`config.mk`:
```
export PLATFORM = sky130hd
export DESIGN_NAME = instr_mem_access
export DESIGN_NICKNAME = d
export VERILOG_FILES = /design/src/rtl/instr_mem_access_pkg.sv /design/src/rtl/instr_mem_access_load_align.sv /design/src/rtl/instr_mem_access.sv
export SDC_FILE = /design/constraint.sdc
export NUM_CORES = 1
export LEC_CHECK = 0
export CAP_MARGIN = 20
export CORE_AREA = 2 2 131 159
export DETAILED_ROUTE_END_ITERATION = 7
export DIE_AREA = 0 0 133 161
export SYNTH_ARGS = -nofsm -noshare
export SYNTH_HDL_FRONTEND = slang
export SYNTH_SLANG_ARGS = --single-unit
```
`constraint.sdc`:
```
create_clock -name clk -period 2.65 [get_ports clk]
set_input_delay 0.3975 -clock clk [delete_from_list [all_inputs] [get_ports clk]]
set_output_delay 0.3975 -clock clk [all_outputs]
set_load 0.03 [all_outputs]
```
`src/rtl/instr_mem_access_pkg.sv`:
```
// instr_mem_access_pkg: RV32I opcodes, funct3 codes and FSM states shared by the memory stage.
package instr_mem_access_pkg;
  localparam logic [6:0] OPC_LOAD   = 7'b0000011;
  localparam logic [6:0] OPC_STORE  = 7'b0100011;
  localparam logic [6:0] OPC_OP     = 7'b0110011;
  localparam logic [6:0] OPC_OP_IMM = 7'b0010011;
  localparam logic [6:0] OPC_LUI    = 7'b0110111;
  localparam logic [6:0] OPC_AUIPC  = 7'b0010111;
  localparam logic [6:0] OPC_JAL    = 7'b1101111;
  localparam logic [6:0] OPC_JALR   = 7'b1100111;
  localparam logic [2:0] F3_LB  = 3'b000;
  localparam logic [2:0] F3_LH  = 3'b001;
  localparam logic [2:0] F3_LW  = 3'b010;
  localparam logic [2:0] F3_LBU = 3'b100;
  localparam logic [2:0] F3_LHU = 3'b101;
  localparam logic [2:0] F3_SB  = 3'b000;
  localparam logic [2:0] F3_SH  = 3'b001;
  localparam logic [2:0] F3_SW  = 3'b010;
  typedef enum logic [1:0] {IDLE, REQ, WAIT_R} state_t;
  function automatic logic writes_rd(input logic [6:0] op);
    return op inside {OPC_OP, OPC_OP_IMM, OPC_LUI, OPC_AUIPC, OPC_JAL, OPC_JALR, OPC_LOAD};
  endfunction
endpackage

```
`src/rtl/instr_mem_access_load_align.sv`:
```
// load_align: picks the addressed byte/halfword of a read word and sign/zero-extends it.
module load_align
  import instr_mem_access_pkg::*;
#(
  parameter int XLEN = 32
) (
  input  logic [2:0]      funct3,
  input  logic [1:0]      offset,
  input  logic [XLEN-1:0] rdata,
  output logic [XLEN-1:0] data
);
  logic [7:0]  b;
  logic [15:0] h;
  always_comb begin
    b = rdata[{offset, 3'b000} +: 8];
    h = offset[1] ? rdata[31:16] : rdata[15:0];
    data = funct3 == F3_LB  ? {{(XLEN-8){b[7]}}, b} :
           funct3 == F3_LBU ? {{(XLEN-8){1'b0}}, b} :
           funct3 == F3_LH  ? {{(XLEN-16){h[15]}}, h} :
           funct3 == F3_LHU ? {{(XLEN-16){1'b0}}, h} : rdata;
  end
endmodule

```
`src/rtl/instr_mem_access.sv`:
```
// instr_mem_access: memory stage issuing aligned load/store requests and retiring results to writeback.
module instr_mem_access
  import instr_mem_access_pkg::*;
#(
  parameter int XLEN = 32
) (
  input  logic            clk,
  input  logic            rst,
  input  logic            valid_in,
  input  logic [XLEN-1:0] instruction_in,
  input  logic [XLEN-1:0] alu_in,
  input  logic [XLEN-1:0] store_data_in,
  output logic            stall_out,
  output logic            dmem_req,
  output logic            dmem_we,
  output logic [XLEN-1:0] dmem_addr,
  output logic [3:0]      dmem_be,
  output logic [XLEN-1:0] dmem_wdata,
  input  logic            dmem_gnt,
  input  logic            dmem_rvalid,
  input  logic [XLEN-1:0] dmem_rdata,
  output logic            wb_valid,
  output logic            wb_we,
  output logic [4:0]      wb_rd,
  output logic [XLEN-1:0] wb_data,
  output logic            misalign_err
);
  state_t          state;
  logic [6:0]      op;
  logic [2:0]      f3;
  logic [4:0]      rd;
  logic [1:0]      off;
  logic            is_mem, mis, capture;
  logic [3:0]      be;
  logic [XLEN-1:0] wdata, ld_data;
  logic [2:0]      cap_f3;
  logic [4:0]      cap_rd;
  logic [1:0]      cap_off;
  always_comb begin
    op = instruction_in[6:0];
    f3 = instruction_in[14:12];
    rd = instruction_in[11:7];
    off = alu_in[1:0];
    is_mem = valid_in && (op == OPC_LOAD || op == OPC_STORE);
    mis = is_mem && ((f3[1:0] == 2'b01 && off[0]) || (f3[1:0] == 2'b10 && off != 2'b00));
    capture = state == IDLE && is_mem && !mis;
    stall_out = state != IDLE || capture;
    be = f3[1:0] == 2'b00 ? 4'b0001 << off : f3[1:0] == 2'b01 ? (off[1] ? 4'b1100 : 4'b0011) : 4'b1111;
    wdata = f3[1:0] == 2'b00 ? {4{store_data_in[7:0]}} :
            f3[1:0] == 2'b01 ? {2{store_data_in[15:0]}} : store_data_in;
  end
  load_align #(.XLEN(XLEN)) u_load_align (
    .funct3(cap_f3),
    .offset(cap_off),
    .rdata (dmem_rdata),
    .data  (ld_data)
  );
  always_ff @(posedge clk or negedge rst) begin
    if (!rst) begin
      state <= IDLE;
      dmem_req <= 1'b0;
      dmem_we <= 1'b0;
      dmem_addr <= '0;
      dmem_be <= '0;
      dmem_wdata <= '0;
      wb_valid <= 1'b0;
      wb_we <= 1'b0;
      wb_rd <= '0;
      wb_data <= '0;
      misalign_err <= 1'b0;
      cap_f3 <= '0;
      cap_rd <= '0;
      cap_off <= '0;
    end else begin
      wb_valid <= 1'b0;
      wb_we <= 1'b0;
      misalign_err <= 1'b0;
      case (state)
        IDLE: begin
          if (capture) begin
            state <= REQ;
            dmem_req <= 1'b1;
            dmem_we <= op == OPC_STORE;
            dmem_addr <= {alu_in[XLEN-1:2], 2'b00};
            dmem_be <= be;
            dmem_wdata <= op == OPC_STORE ? wdata : '0;
            cap_f3 <= f3;
            cap_rd <= rd;
            cap_off <= off;
          end else if (valid_in) begin
            wb_valid <= 1'b1;
            wb_we <= writes_rd(op) && rd != 5'd0 && !mis;
            wb_rd <= rd;
            wb_data <= alu_in;
            misalign_err <= mis;
          end
        end
        REQ: begin
          if (dmem_gnt) begin
            dmem_req <= 1'b0;
            state <= dmem_we ? IDLE : WAIT_R;
            wb_valid <= dmem_we;
            wb_rd <= dmem_we ? cap_rd : wb_rd;
          end
        end
        WAIT_R: begin
          if (dmem_rvalid) begin
            state <= IDLE;
            wb_valid <= 1'b1;
            wb_we <= cap_rd != 5'd0;
            wb_rd <= cap_rd;
            wb_data <= ld_data;
          end
        end
        default: state <= IDLE;
      endcase
    end
  end
endmodule
```
-- Word-level counts from Yosys, hierarchy flattened
Cells that the tools add are included.
- multiplexer cells: 41
- equal/unequal tests: 21
- reduce and logical (&&, ||, !) cells: 28
- shifts and indexed selects: 2
- operators by type and width (operator ; count):
    $mux 32 ; 10
    $pmux 32 s2 ; 1
    $shiftx 32x6->8 ; 1
    $mux 5 ; 5
    $eq 7x6->1 const B ; 3
    $mux 16 ; 1
    $pmux 5 s3 ; 1
    $eq 7x5->1 const B ; 2
    $eq 7x7->1 const B ; 2
    $mux 1 ; 12
    $mux 4 ; 3
    $ne 2x2->1 const B ; 6
    $reduce_bool 5->1 ; 2
    $logic_and 1x1->1 ; 8
    $mux 2 ; 4
    $reduce_bool 2->1 ; 4
    $eq 7x2->1 const B ; 1
    $reduce_bool 7->1 ; 1
    $eq 3x3->1 const B ; 2
    $pmux 2 s3 ; 1
    $reduce_and 3->1 ; 2
    $reduce_and 6->1 ; 1
    $eq 2x1->1 const B ; 2
    $eq 2x2->1 const B ; 2
    other kinds (11) ; 15
- output and inout port bits: 111
- word-level logic and storage cells: 106
- register bits after elaboration: 120

-- Logic depth before layout (Yosys ltp)
- depth in word-level cells: 9
- gate-level depth with buffers: 9
- mapped depth without buffers: 7

-- Modules after synthesis
A second synthesis with hierarchy kept.
- cell total of the unflattened synthesis: 598
- area, all modules: 6662.6 µm²
- by module, submodules not included (module ; area an instance (µm²) ; cells each ; instances):
    instr_mem_access ; 5731.7 ; 471 ; 1
    load_align ; 930.9 ; 127 ; 1

-- Worst setup path before layout
No wires, ideal clock.
- kind: register -> output
- start point: reg state[0]
- end point: out stall_out
- buffers on the path: 3
- arrival time: 1753 ps
- stages on the path, launching flop included: 9
- data required time: 2253 ps
- slack: 500 ps
- path through: dfrtp_1 -> inv_1 -> ha_1 -> clkbuf_1 -> nand4_1 -> or2_1 -> buf_2 -> buf_2 -> nand2_1
- cells in the longest elaborated chain, start to end: 4
- elaborated cells between the ends (all ways): 5
- those cells by class: 5 x reduce/logical
- RTL lines (item ; RTL line ; text):
    from (decl) ; instr_mem_access.sv:28 ; state_t state;
    from (signal assigned) ; instr_mem_access.sv:101 ; state <= dmem_we ? IDLE : WAIT_R;
    $logic_not 2->1 ; instr_mem_access.sv:46 ; capture = state == IDLE && is_mem && !mis;
    $logic_and 1x1->1 (2 in series) ; instr_mem_access.sv:46 ;
    $logic_or 1x1->1 * ; instr_mem_access.sv:47 ; stall_out = state != IDLE || capture;
    to (decl) ; instr_mem_access.sv:13 ; output logic stall_out,
Every way passes the cells marked *; elsewhere a longest branch is shown, timed or not.

-- Worst setup path in the final report
- start point: reg state[1]
- end point: out stall_out
Same word-level chain as after synthesis.

==> flow_metrics.env <==
export IMPL_tightest_slew_ns=0.893
export IMPL_clock_sinks=120
export IMPL_async_flop_share_pct=100
export IMPL_die_area_um2=21400
export IMPL_clock_latency_ns=0.42
export IMPL_tns_ns=0
export IMPL_core_um2=19900
export IMPL_critical_path_max_fanout=10
export IMPL_synth_simple_area_share_pct=16.0
export IMPL_power_frac_seq_pct=31.0
export IMPL_intPower_uw=5070
export IMPL_num_io_pins=244
export IMPL_cpPeakStageDelay_ns=0.39
export IMPL_cts_root_buf="clkbuf_16"
export IMPL_io_buffers=224
export IMPL_crit_chain="inv_1 -> ha_1 -> nand4_1 -> or2_4 -> nand2_1 -> buf_4"
export IMPL_syn_avg_cell_area_um2=9.20
export IMPL_critical_path_top_delay_family="simple AND/OR/NAND/NOR gates"
export IMPL_r2r_setup_slack_ns=0.48
export IMPL_grt_pass1_wl_um=32000
export IMPL_yosysWarnings=0
export IMPL_final_setup_viol_count=0
export IMPL_crit_buf_inv=2
export IMPL_path_class="flip-flop to primary output"
export IMPL_totalWireLength_um=20300
export IMPL_die_w_um=133
export IMPL_clk_pin_slew_worst_paths_ns=0.05
export IMPL_hold_viol=0
export IMPL_met3_usage_pct=6.87
export IMPL_ys_seq_area_share_pct=51.2
export IMPL_gp_congestion=0.843
export IMPL_ys_ff_latch=120
export IMPL_max_slew_margin_pct=40.3
export IMPL_synth_top_family_by_area="compound AO/OA/AOI/OAI gates"
export IMPL_synth_distinct_cells=51
export IMPL_synth_edf_count=0
export IMPL_htree_levels=4
export IMPL_cts_buffer_depth=2
export IMPL_routed_via_count=5568
export IMPL_power_density_nw_per_um2=905
export IMPL_fillers=1910
export IMPL_synth_adder_area_share_pct=0.853
export IMPL_hpwl_um=15100
export IMPL_final_antenna_net_count=0
export IMPL_cp_slowest_cell="dfrtp_1"
export IMPL_slew_viol_final=0
export IMPL_cts_buffers=17
export IMPL_final_period_utilization_pct=93.5
export IMPL_die_h_um=161
export IMPL_r2r_start="state[1]"
export IMPL_firstDrtPassIters=5
export IMPL_syn_to_final_growth_pct=53.6
export IMPL_power_frac_clock_pct=25.6
export IMPL_end_kind="primary output"
export IMPL_hold_start="wb_data[8]"
export IMPL_busiest_layer="met2"
export IMPL_synth_xor_area_share_pct=0
export IMPL_num_rows=57
export IMPL_cp_required_ns=2.25
export IMPL_met2_usage_pct=32.1
export IMPL_wire_per_inst_um=17.9
export IMPL_reg2reg_to="dmem_wdata[19]"
export IMPL_final_cell_mix="clkdlybuf4s50_1 (222), nand2_1 (173), dfrtp_1 (120)"
export IMPL_peakVddDrop_uv=444
export IMPL_regArea_um2=3000
export IMPL_antenna_cells=0
export IMPL_rsz0062_at_grt="false"
export IMPL_start_util_pct=29.5
export IMPL_critPathArrivalTime_ns=2.08
export IMPL_worst_r2r_path_depth=7
export IMPL_power_leakage_uw=0.00402
export IMPL_grt_use_total_pct=19.3
export IMPL_fin_util_pct=45.3
export IMPL_hold_path_class="flip-flop to flip-flop"
export IMPL_grt_use_met1_pct=23.3
export IMPL_worstSetupStartpointType="flip-flop"
export IMPL_multiInputGateArea_um2=2630
export IMPL_gr_total_overflow=0
export IMPL_syn_inst=638
export IMPL_nets=999
export IMPL_worst_path_stages=6
export IMPL_muxShareOfSynthArea_pct=7.23
export IMPL_sw_frac_of_total_pct=37.8
export IMPL_post_route_drc_count=0
export IMPL_combPwrFrac_pct=43.3
export IMPL_fin_total_pwr_uw=8160
export IMPL_finClkSkew_ns=0.0174
export IMPL_dp_cells=1107
export IMPL_p_sw_uw=3090
export IMPL_synth_compound_area_share_pct=20.4
export IMPL_grt_max_degree=62
export IMPL_final_common_cell="clkdlybuf4s50_1"
export IMPL_synthFlopType="dfrtp_1"
export IMPL_layout_drive_gt1_share_pct=7.58
export IMPL_fin_crit_ns=2.48
export IMPL_holdPathStages=1
export IMPL_stdcell_count=1136
export IMPL_clock_fmax_mhz=404
export IMPL_drtIter0Drc=392
export IMPL_hold_path_endpoint="wb_data[8]"
export IMPL_status="completed"
export IMPL_postCtsSetupRepairBufs=0
export IMPL_antenna_found_initial=0
export IMPL_netlist_area_um2=5870
export IMPL_cts_tree="done"
export IMPL_hold_ws_ns=0.473
export IMPL_grt_pass1_vias=5624
export IMPL_vias_per_cell=4.90
export IMPL_max_cap_violations=0
cell families (layout without fill, tap and decap cells):
group / Yosys count / in the layout
and+or+nand+nor: 229 / 229
adders and majority gates: 4 / 4
buffers and inverters: 58 / 290
muxes: 42 / 42
AOI/OAI and AO/OA: 184 / 184
DFF: 120 / 120
other: 1 / 2
final cells by class:
class                   count  share of cell area [%]
inverters                   9                   0.375
clock inverters             4                   0.222
well taps                 265                    3.68
repair buffers            253                    27.7
clock buffers              24                    5.57
flip-flops and latches    120                    33.3
multi-input cells         461                    29.2
power groups by stage:
stage	Clock, uW	Sequential (uW)	Combinational [uW]
after floorplan	0	3280	1310
after global placement	0	2560	3530
after detailed placement	0	2570	3560
after CTS	2140	2540	3570
after global routing	2220	2590	3800
final	2090	2530	3540
worst reg2reg max path, cell delays in order, from the launching register on:
cell	delay [ns]
dfrtp_1	0.39
inv_1	0.11
ha_1	0.38
nand4_1	0.20
or2_4	0.30
or3_1	0.36
buf_12	0.18
o21ai_0	0.19
synth_stat cells, types with 5 or more instances:
| master | number | area share [%] |
|---|---|---|
| dfrtp_1 | 120 | 51 |
| o21ai_1 | 19 | 1.6 |
| mux2i_1 | 39 | 6.7 |
| nand3_1 | 8 | 0.68 |
| a221oi_1 | 7 | 1.0 |
| a211oi_1 | 8 | 1.0 |
| a22oi_1 | 8 | 1.0 |
| o21ai_0 | 40 | 3.4 |
| clkbuf_1 | 28 | 1.8 |
| nand2_1 | 173 | 11 |
| nor2_1 | 27 | 1.7 |
| a22o_1 | 24 | 3.6 |
| a21oi_1 | 36 | 3.1 |
| a222oi_1 | 5 | 0.85 |
| a21o_1 | 7 | 0.90 |
| a31oi_1 | 9 | 0.96 |
| inv_1 | 7 | 0.45 |
| buf_1 | 9 | 0.58 |
| buf_2 | 8 | 0.68 |
stage by stage:
stage          area, um^2  worst slack (ns)
6_report             9010             0.173
5_1_grt              9010            0.0235
4_1_cts              9010             0.128
3_5_place_dp         8480             0.106
3_3_place_gp         8480             0.188
2_1_floorplan        5870             0.500
sequential cells by signal (all words and copies together) (netlist names):
| name | cells |
|---|---|
| wb_valid | 1 |
| wb_rd | 5 |
| cap_off | 2 |
| misalign_err | 1 |
| dmem_req | 1 |
| dmem_wdata | 32 |
| wb_we | 1 |
| cap_f3 | 3 |
| dmem_we | 1 |
| dmem_addr | 30 |
| state | 2 |
| cap_rd | 5 |
| wb_data | 32 |
| dmem_be | 4 |
worst max path at each step:
| stage | from | to | slack [ns] |
|---|---|---|---|
| 6_report | state[1] | stall_out | 0.17 |
| 5_1_grt | state[0] | stall_out | 0.02 |
| 4_1_cts | state[1] | stall_out | 0.13 |
| 3_5_place_dp | instruction_in[2] | dmem_wdata[19] | 0.11 |
| 3_3_place_gp | instruction_in[2] | dmem_wdata[16] | 0.19 |
| 2_1_floorplan | state[0] | stall_out | 0.50 |
per-layer routing:
metal	up-vias	share of wire, %	routed length (um)
met2	216	49	9960
met3	21	8.2	1670
met5	-	0	0
met1	2652	41	8250
li1	2679	-	-
met4	0	2.1	436
timing repair:
item,in CTS,in global routing
hold endpoints to repair,37,0
hold buffers,1,0
gates resized for setup,0,0
Note: power is estimated with default switching activity, not from simulation.
